===== config.mk =====
export PLATFORM = sky130hd
export DESIGN_NAME = sysarr_row_dbuf
export DESIGN_NICKNAME = d
export VERILOG_FILES = /design/src/rtl/sysarr_pkg.sv /design/src/rtl/sysarr_pe_v2.sv /design/src/rtl/sysarr_row_dbuf.sv
export SDC_FILE = /design/constraint.sdc
export NUM_CORES = 2
export LEC_CHECK = 0
export CAP_MARGIN = 20
export CORE_MARGIN = 1.5
export CORE_UTILIZATION = 50
export DETAILED_ROUTE_END_ITERATION = 6
export PLACE_DENSITY = 0.73
export SYNTH_ARGS = -nofsm -noshare
export SYNTH_HDL_FRONTEND = slang
export SYNTH_SLANG_ARGS = --single-unit

===== constraint.sdc =====
create_clock -name clock -period 8.9 [get_ports clock]
set_input_delay 2.225 -clock clock [delete_from_list [all_inputs] [get_ports clock]]
set_output_delay 2.225 -clock clock [all_outputs]
set_load 0.02 [all_outputs]

===== src/rtl/sysarr_pkg.sv =====
// Shared definitions for the double-buffered systolic-array row.
// Holds the weight-loader state encoding and default width constants.
package sysarr_pkg;

  localparam int DEF_ROW_WIDTH = 4;
  localparam int DEF_DATA_W    = 8;
  localparam int DEF_ACC_W     = 32;

  typedef enum logic [2:0] {
    EMPTY,
    LOADING,
    FULL,
    SWAP_WAIT,
    SWAP
  } wstate_e;

endpackage


===== src/rtl/sysarr_pe_v2.sv =====
// One registered multiply-accumulate PE with valid pass-through.
// Optional SYSARR_SAT_EN clamps the accumulate instead of wrapping.
module sysarr_pe_v2
  import sysarr_pkg::*;
#(
  parameter int DATA_W = DEF_DATA_W,
  parameter int ACC_W  = DEF_ACC_W
) (
  input  logic              clock,
  input  logic              reset,
  input  logic              in_valid,
  input  logic [DATA_W-1:0] in_data,
  input  logic [DATA_W-1:0] weight,
  input  logic [ACC_W-1:0]  sum_in,
  output logic              out_valid,
  output logic [DATA_W-1:0] out_data,
`ifdef SYSARR_SAT_EN
  output logic              sat_hit,
`endif
  output logic [ACC_W-1:0]  out_sum
);

  logic              valid_q, valid_d;
  logic [DATA_W-1:0] data_q, data_d;
  logic [ACC_W-1:0]  sum_q, sum_d;

  logic signed [2*DATA_W-1:0] a_ext, w_ext, prod;
  logic signed [ACC_W:0]      prod_ext, sum_ext, wide;
  logic                       ovf;

  // One guard bit above ACC_W exposes signed overflow of the accumulate.
  always_comb begin
    a_ext    = {{DATA_W{in_data[DATA_W-1]}}, in_data};
    w_ext    = {{DATA_W{weight[DATA_W-1]}}, weight};
    prod     = a_ext * w_ext;
    prod_ext = {{(ACC_W + 1 - 2*DATA_W){prod[2*DATA_W-1]}}, prod};
    sum_ext  = {sum_in[ACC_W-1], sum_in};
    wide     = prod_ext + sum_ext;
    ovf      = wide[ACC_W] ^ wide[ACC_W-1];
  end

  always_comb begin
    valid_d = in_valid;
    data_d  = data_q;
    sum_d   = sum_q;
    if (in_valid) begin
      data_d = in_data;
      sum_d  = wide[ACC_W-1:0];
`ifdef SYSARR_SAT_EN
      if (ovf) begin
        sum_d = wide[ACC_W] ? {1'b1, {(ACC_W-1){1'b0}}} : {1'b0, {(ACC_W-1){1'b1}}};
      end
`endif
    end
  end

`ifdef SYSARR_SAT_EN
  assign sat_hit = in_valid & ovf;
`endif

  always_ff @(posedge clock) begin
    if (reset) begin
      valid_q <= 1'b0;
      data_q  <= '0;
      sum_q   <= '0;
    end else begin
      valid_q <= valid_d;
      data_q  <= data_d;
      sum_q   <= sum_d;
    end
  end

  assign out_valid = valid_q;
  assign out_data  = data_q;
  assign out_sum   = sum_q;

endmodule


===== src/rtl/sysarr_row_dbuf.sv =====
// Systolic-array row with serially loaded shadow weights swapped in once the pipe drains.
// Define SYSARR_SAT_EN for saturating accumulates and the sticky sat_flag output.
module sysarr_row_dbuf
  import sysarr_pkg::*;
#(
  parameter int ROW_WIDTH = DEF_ROW_WIDTH,
  parameter int DATA_W    = DEF_DATA_W,
  parameter int ACC_W     = DEF_ACC_W
) (
  input  logic                       clock,
  input  logic                       reset,
  input  logic                       in_valid,
  input  logic [DATA_W-1:0]          in_data,
  input  logic [ROW_WIDTH*ACC_W-1:0] sum_in,
  input  logic                       w_wr_valid,
  input  logic [DATA_W-1:0]          w_wr_data,
  output logic                       w_wr_ready,
  input  logic                       w_swap,
  output logic                       weights_valid,
  output logic                       swap_pending,
  output logic [ROW_WIDTH*ACC_W-1:0] macc_out,
  output logic [ROW_WIDTH-1:0]       macc_valid,
  output logic [DATA_W-1:0]          data_out,
  output logic                       data_out_valid,
`ifdef SYSARR_SAT_EN
  output logic                       sat_flag,
`endif
  output logic                       drop_err
);

  localparam int CNT_W = $clog2(ROW_WIDTH);
  localparam logic [CNT_W-1:0] LAST_IDX = CNT_W'(ROW_WIDTH - 1);

  wstate_e           state_q, state_d;
  logic [CNT_W-1:0]  cnt_q, cnt_d;
  logic [DATA_W-1:0] shadow_q [ROW_WIDTH];
  logic [DATA_W-1:0] shadow_d [ROW_WIDTH];
  logic [DATA_W-1:0] active_q [ROW_WIDTH];
  logic [DATA_W-1:0] active_d [ROW_WIDTH];
  logic              weights_valid_q, weights_valid_d;
  logic              drop_err_q, drop_err_d;

  logic [ROW_WIDTH-1:0] pe_valid;
  logic [DATA_W-1:0]    pe_data [ROW_WIDTH];
  logic [ACC_W-1:0]     pe_sum  [ROW_WIDTH];
  logic                 head_valid;
  logic                 pipe_empty;

  // Tokens arriving before any weight set is active never enter the pipe.
  assign head_valid = in_valid & weights_valid_q;
  assign pipe_empty = (pe_valid == '0) && !in_valid;

  always_comb begin
    state_d         = state_q;
    cnt_d           = cnt_q;
    shadow_d        = shadow_q;
    active_d        = active_q;
    weights_valid_d = weights_valid_q;
    drop_err_d      = drop_err_q | (in_valid & ~weights_valid_q);
    w_wr_ready      = 1'b0;
    swap_pending    = 1'b0;
    case (state_q)
      EMPTY: begin
        w_wr_ready = 1'b1;
        if (w_wr_valid) begin
          shadow_d[0] = w_wr_data;
          cnt_d       = CNT_W'(1);
          state_d     = LOADING;
        end
      end
      LOADING: begin
        w_wr_ready = 1'b1;
        if (w_wr_valid) begin
          shadow_d[cnt_q] = w_wr_data;
          if (cnt_q == LAST_IDX) begin
            state_d = FULL;
          end else begin
            cnt_d = cnt_q + CNT_W'(1);
          end
        end
      end
      FULL: begin
        if (w_swap) begin
          state_d = pipe_empty ? SWAP : SWAP_WAIT;
        end
      end
      SWAP_WAIT: begin
        swap_pending = 1'b1;
        if (pipe_empty) begin
          state_d = SWAP;
        end
      end
      SWAP: begin
        active_d        = shadow_q;
        weights_valid_d = 1'b1;
        cnt_d           = '0;
        state_d         = EMPTY;
      end
      default: state_d = EMPTY;
    endcase
  end

  always_ff @(posedge clock) begin
    if (reset) begin
      state_q         <= EMPTY;
      cnt_q           <= '0;
      shadow_q        <= '{default: '0};
      active_q        <= '{default: '0};
      weights_valid_q <= 1'b0;
      drop_err_q      <= 1'b0;
    end else begin
      state_q         <= state_d;
      cnt_q           <= cnt_d;
      shadow_q        <= shadow_d;
      active_q        <= active_d;
      weights_valid_q <= weights_valid_d;
      drop_err_q      <= drop_err_d;
    end
  end

`ifdef SYSARR_SAT_EN
  logic [ROW_WIDTH-1:0] sat_hits;
  logic                 sat_flag_q, sat_flag_d;

  always_comb sat_flag_d = sat_flag_q | (|sat_hits);

  always_ff @(posedge clock) begin
    if (reset) sat_flag_q <= 1'b0;
    else       sat_flag_q <= sat_flag_d;
  end

  assign sat_flag = sat_flag_q;
`endif

  for (genvar g = 0; g < ROW_WIDTH; g++) begin : g_pe
    logic              v_in;
    logic [DATA_W-1:0] d_in;
    if (g == 0) begin : g_head
      assign v_in = head_valid;
      assign d_in = in_data;
    end else begin : g_body
      assign v_in = pe_valid[g-1];
      assign d_in = pe_data[g-1];
    end

    sysarr_pe_v2 #(
      .DATA_W(DATA_W),
      .ACC_W (ACC_W)
    ) u_pe (
      .clock    (clock),
      .reset    (reset),
      .in_valid (v_in),
      .in_data  (d_in),
      .weight   (active_q[g]),
      .sum_in   (sum_in[g*ACC_W +: ACC_W]),
      .out_valid(pe_valid[g]),
      .out_data (pe_data[g]),
`ifdef SYSARR_SAT_EN
      .sat_hit  (sat_hits[g]),
`endif
      .out_sum  (pe_sum[g])
    );

    assign macc_out[g*ACC_W +: ACC_W] = pe_sum[g];
  end

  assign macc_valid     = pe_valid;
  assign data_out       = pe_data[ROW_WIDTH-1];
  assign data_out_valid = pe_valid[ROW_WIDTH-1];
  assign weights_valid  = weights_valid_q;
  assign drop_err       = drop_err_q;

endmodule


==> flow_metrics.py <==
metrics = {
    "clocking": {
        "cts.sinks": 235,
        "cts_resized": 0,
        "numCtsBuffers": 30,
        "cts-htree-levels": 1,
        "post-cts-setup-buffers": 0,
        "cts.clk_slew.worst_paths_ns": 0.07,
        "cts_root_buf": "clkbuf_16",
        "holdBufCountCts": 0,
        "clock_path_buffers": 3,
        "cts_tree": "built",
        "clk_latency_ns": 0.63,
    },
    "timing": {
        "rsz0062_at_grt": "false",
        "fin_ws_ns": 1.127,
        "setup_viol": 0,
        "relSlewSlack_pct": 34.61,
        "finalCriticalPeriod_ns": 7.773,
        "fin_worst_skew_ns": 0.06687,
        "fin_setup_tns_ns": 0,
        "fmax_ghz": 0.1286,
        "worstMarginPinSlew_ns": 0.9809,
        "fin_crit_sh_pct": 87.34,
        "slew_violations": 0,
        "hold_viol": 0,
    },
    "worst_setup_path": {
        "required_ns": 9.43,
        "cp-startpoint": "in_data[7]",
        "start_kind": "input port",
        "arrival_ns": 8.30,
        "worstReg2RegStart": "g_pe[2].u_pe.out_data[7]",
        "worstSetupEndpointType": "flop",
        "worstPathMaxFanout": 13,
        "crit_type": "in -> reg",
    },
    "die": {
        "die_x_um": 246.7,
        "die_y_um": 246.7,
        "pin_count": 294,
        "fp.dieArea_sq_um": 60870,
        "start_util_pct": 50.42,
        "core-area_sq_um": 58910,
        "rows": 89,
    },
    "placed_design": {
        "finalWeightedCongestion": 0.9017,
        "dp_hpwl_um": 56540,
        "port_buffers": 293,
        "pre_cts_ws_ns": 0.5601,
    },
    "yosys": {
        "synth_area_leaders": "fa_1, dfxtp_1, ha_1",
        "async_flop_share_pct": 0,
        "avgSynthCellArea_sq_um": 9.844,
        "syn_inst": 3017,
        "synth_ff_type": "dfxtp_1",
        "syn_nets": 3994,
        "syn_area_sq_um": 29700,
        "ys_seq_area_share_pct": 15.84,
        "ys_warn_count": 0,
        "synthDistinctLibCells": 76,
        "ys_seq_elements": 235,
        "synth_area_leader_cell": "fa_1",
        "synth_edf_count": 0,
        "synth_top_area_share_pct": 36.67,
    },
    "power_and_ir_drop": {
        "p_per_area_nw_per_um2": 79.93,
        "p_leak_nw": 16.50,
        "internal-power_mw": 2.018,
        "p_comb_share_pct": 13.1,
        "sw_frac_of_total_pct": 26.66,
        "pwr-share-seq_pct": 38.5,
        "power.total_mw": 2.751,
        "ir_worst_vdd_uv": 134.7,
        "p_clk_share_pct": 48.4,
        "power_switching_mw": 0.7335,
    },
    "finish": {
        "fill_cells": 5108,
        "fin_nets": 4225,
        "drive_above_1_share_pct": 3.117,
        "mostFrequentLayoutCell": "fa_1",
        "final_cell_mix": "fa_1, inv_1, clkdlybuf4s50_1, ha_1, nand2_1",
        "area_growth_pct": 15.89,
    },
    "route": {
        "antenna_left": 0,
        "finalWirelength_um": 69630,
        "avgRoutedWirePerCell_um": 17.21,
        "m1WireLength_um": 31080,
        "drt_first_pass_iters": 5,
        "wl_met3_um": 3956,
        "wl_met2_um": 33350,
        "via_per_inst": 5.279,
        "dr.max_layer_used": "met5",
        "drc": 0,
        "num_vias": 21366,
        "drtIter0Drc": 938,
    },
    "hold_path": {
        "hold_start": "g_pe[0].u_pe.out_sum[18]",
        "hp-class": "reg -> reg",
    },
    "global_routing": {
        "grt_pass1_wl_um": 116200,
        "grt_overflow_total": 0,
        "grt_use_total_pct": 23.92,
        "grt_max_degree": 148,
        "grt_pass1_vias": 22552,
        "antenna_found_initial": 7,
    },
    "status": {
        "outcome": "finished clean",
    },
    "flow_run": {
        "drv_cap": 0,
    },
}
[power by group through the flow]
| stage | Clock, mW | Combinational [mW] | Sequential (mW) |
|---|---|---|---|
| after floorplan | 0 | 0.216 | 1.08 |
| after global placement | 0 | 0.357 | 1.08 |
| after detailed placement | 0 | 0.362 | 1.08 |
| after CTS | 1.37 | 0.365 | 1.06 |
| after global routing | 1.41 | 0.409 | 1.06 |
| final | 1.33 | 0.360 | 1.06 |
[critical path: stages]
cell and delay (ns):
clkdlybuf4s50_1 0.62, nand2_1 0.21, fa_1 0.78, fa_1 0.57, inv_1 0.50, fa_1 0.54
fa_1 0.45, ha_1 0.28, ha_1 0.34, and3_1 0.19, nand2_1 0.08, a211oi_1 0.39
o311ai_2 0.18, a21oi_1 0.41, o41ai_4 0.15, o21ba_1 0.19, o211a_1 0.19
[routing by layer]
layer / GRT usage (%) / vias up
li1: - / 10186
met1: 33.07 / 10629
met2: 40.03 / 454
met3: 3.788 / 85
met4: 4.412 / 12
met5: 0 / -
[final cells by class]
| cell class | instances | area [sq um] | area share (%) |
|---|---|---|---|
| Sequential cell | 235 | 4708 | 13.68 |
| Clock buffer | 37 | 837.1 | 2.432 |
| Inverter | 424 | 1592 | 4.624 |
| Tap cell | 773 | 967.2 | 2.810 |
| Clock inverter | 19 | 255.2 | 0.7416 |
| Antenna cell | 2 | 5.005 | 0.01454 |
| Timing Repair Buffer | 309 | 3069 | 8.917 |
| Multi-Input combinational cell | 2248 | 22990 | 66.78 |
[cell usage after synthesis (all sizes together), types with 18 or more instances]
| library cell | n |
|---|---|
| fa | 544 |
| inv | 423 |
| ha | 284 |
| nand2 | 273 |
| dfxtp | 235 |
| nor2 | 192 |
| a21oi | 160 |
| and2 | 138 |
| mux2i | 121 |
| clkbuf | 97 |
| xnor2 | 70 |
| o21ai | 63 |
| a21o | 48 |
| nor2b | 38 |
| xor2 | 33 |
| nand3 | 25 |
| a211oi | 24 |
| nand2b | 24 |
| nor3 | 21 |
| o21a | 18 |
[worst paths after layout]
| kind | endpoint | slack [ns] | cells past startpoint |
|---|---|---|---|
| min | g_pe[0].u_pe.out_sum[18] | 0.45 | 2 |
| min reg2reg | g_pe[0].u_pe.out_sum[18] | 0.45 | 2 |
| max reg2reg | g_pe[3].u_pe.out_sum[29] | 2.13 | 18 |
| max | g_pe[0].u_pe.out_sum[31] | 1.13 | 17 |
[state kept, by name, indices dropped and copies added, names as in the netlist]
register	count
g_pe.u_pe.out_sum	128
shadow_q	32
weights_valid	1
g_pe.u_pe.out_data	32
state_q	3
active_q	32
g_pe.u_pe.out_valid	4
cnt_q	2
drop_err	1
[logic make-up after synthesis]
| logic type | Yosys count | share of synthesized area (%) |
|---|---|---|
| compound gates | 406 | 8.775 |
| buf+inv | 534 | 6.799 |
| fa+ha+maj | 828 | 48.63 |
| flops | 235 | 15.84 |
| mux | 127 | 4.305 |
| simple gates | 784 | 12.61 |
| xor+xnor | 103 | 3.037 |
[stage by stage]
stage                     hold WS [ns]  util (%)  cell area [sq um]  std cells
final                           0.4532     58.43              34420       4047
after global routing            0.4638     58.42              34410       4045
after global placement          0.4389     56.57              33320       3989
after CTS                       0.4526     58.42              34410       4045
after detailed placement        0.4448     56.57              33320       3989
after floorplan                 0.4315         -              29700       3017
Power figures use the tool's default switching activity.
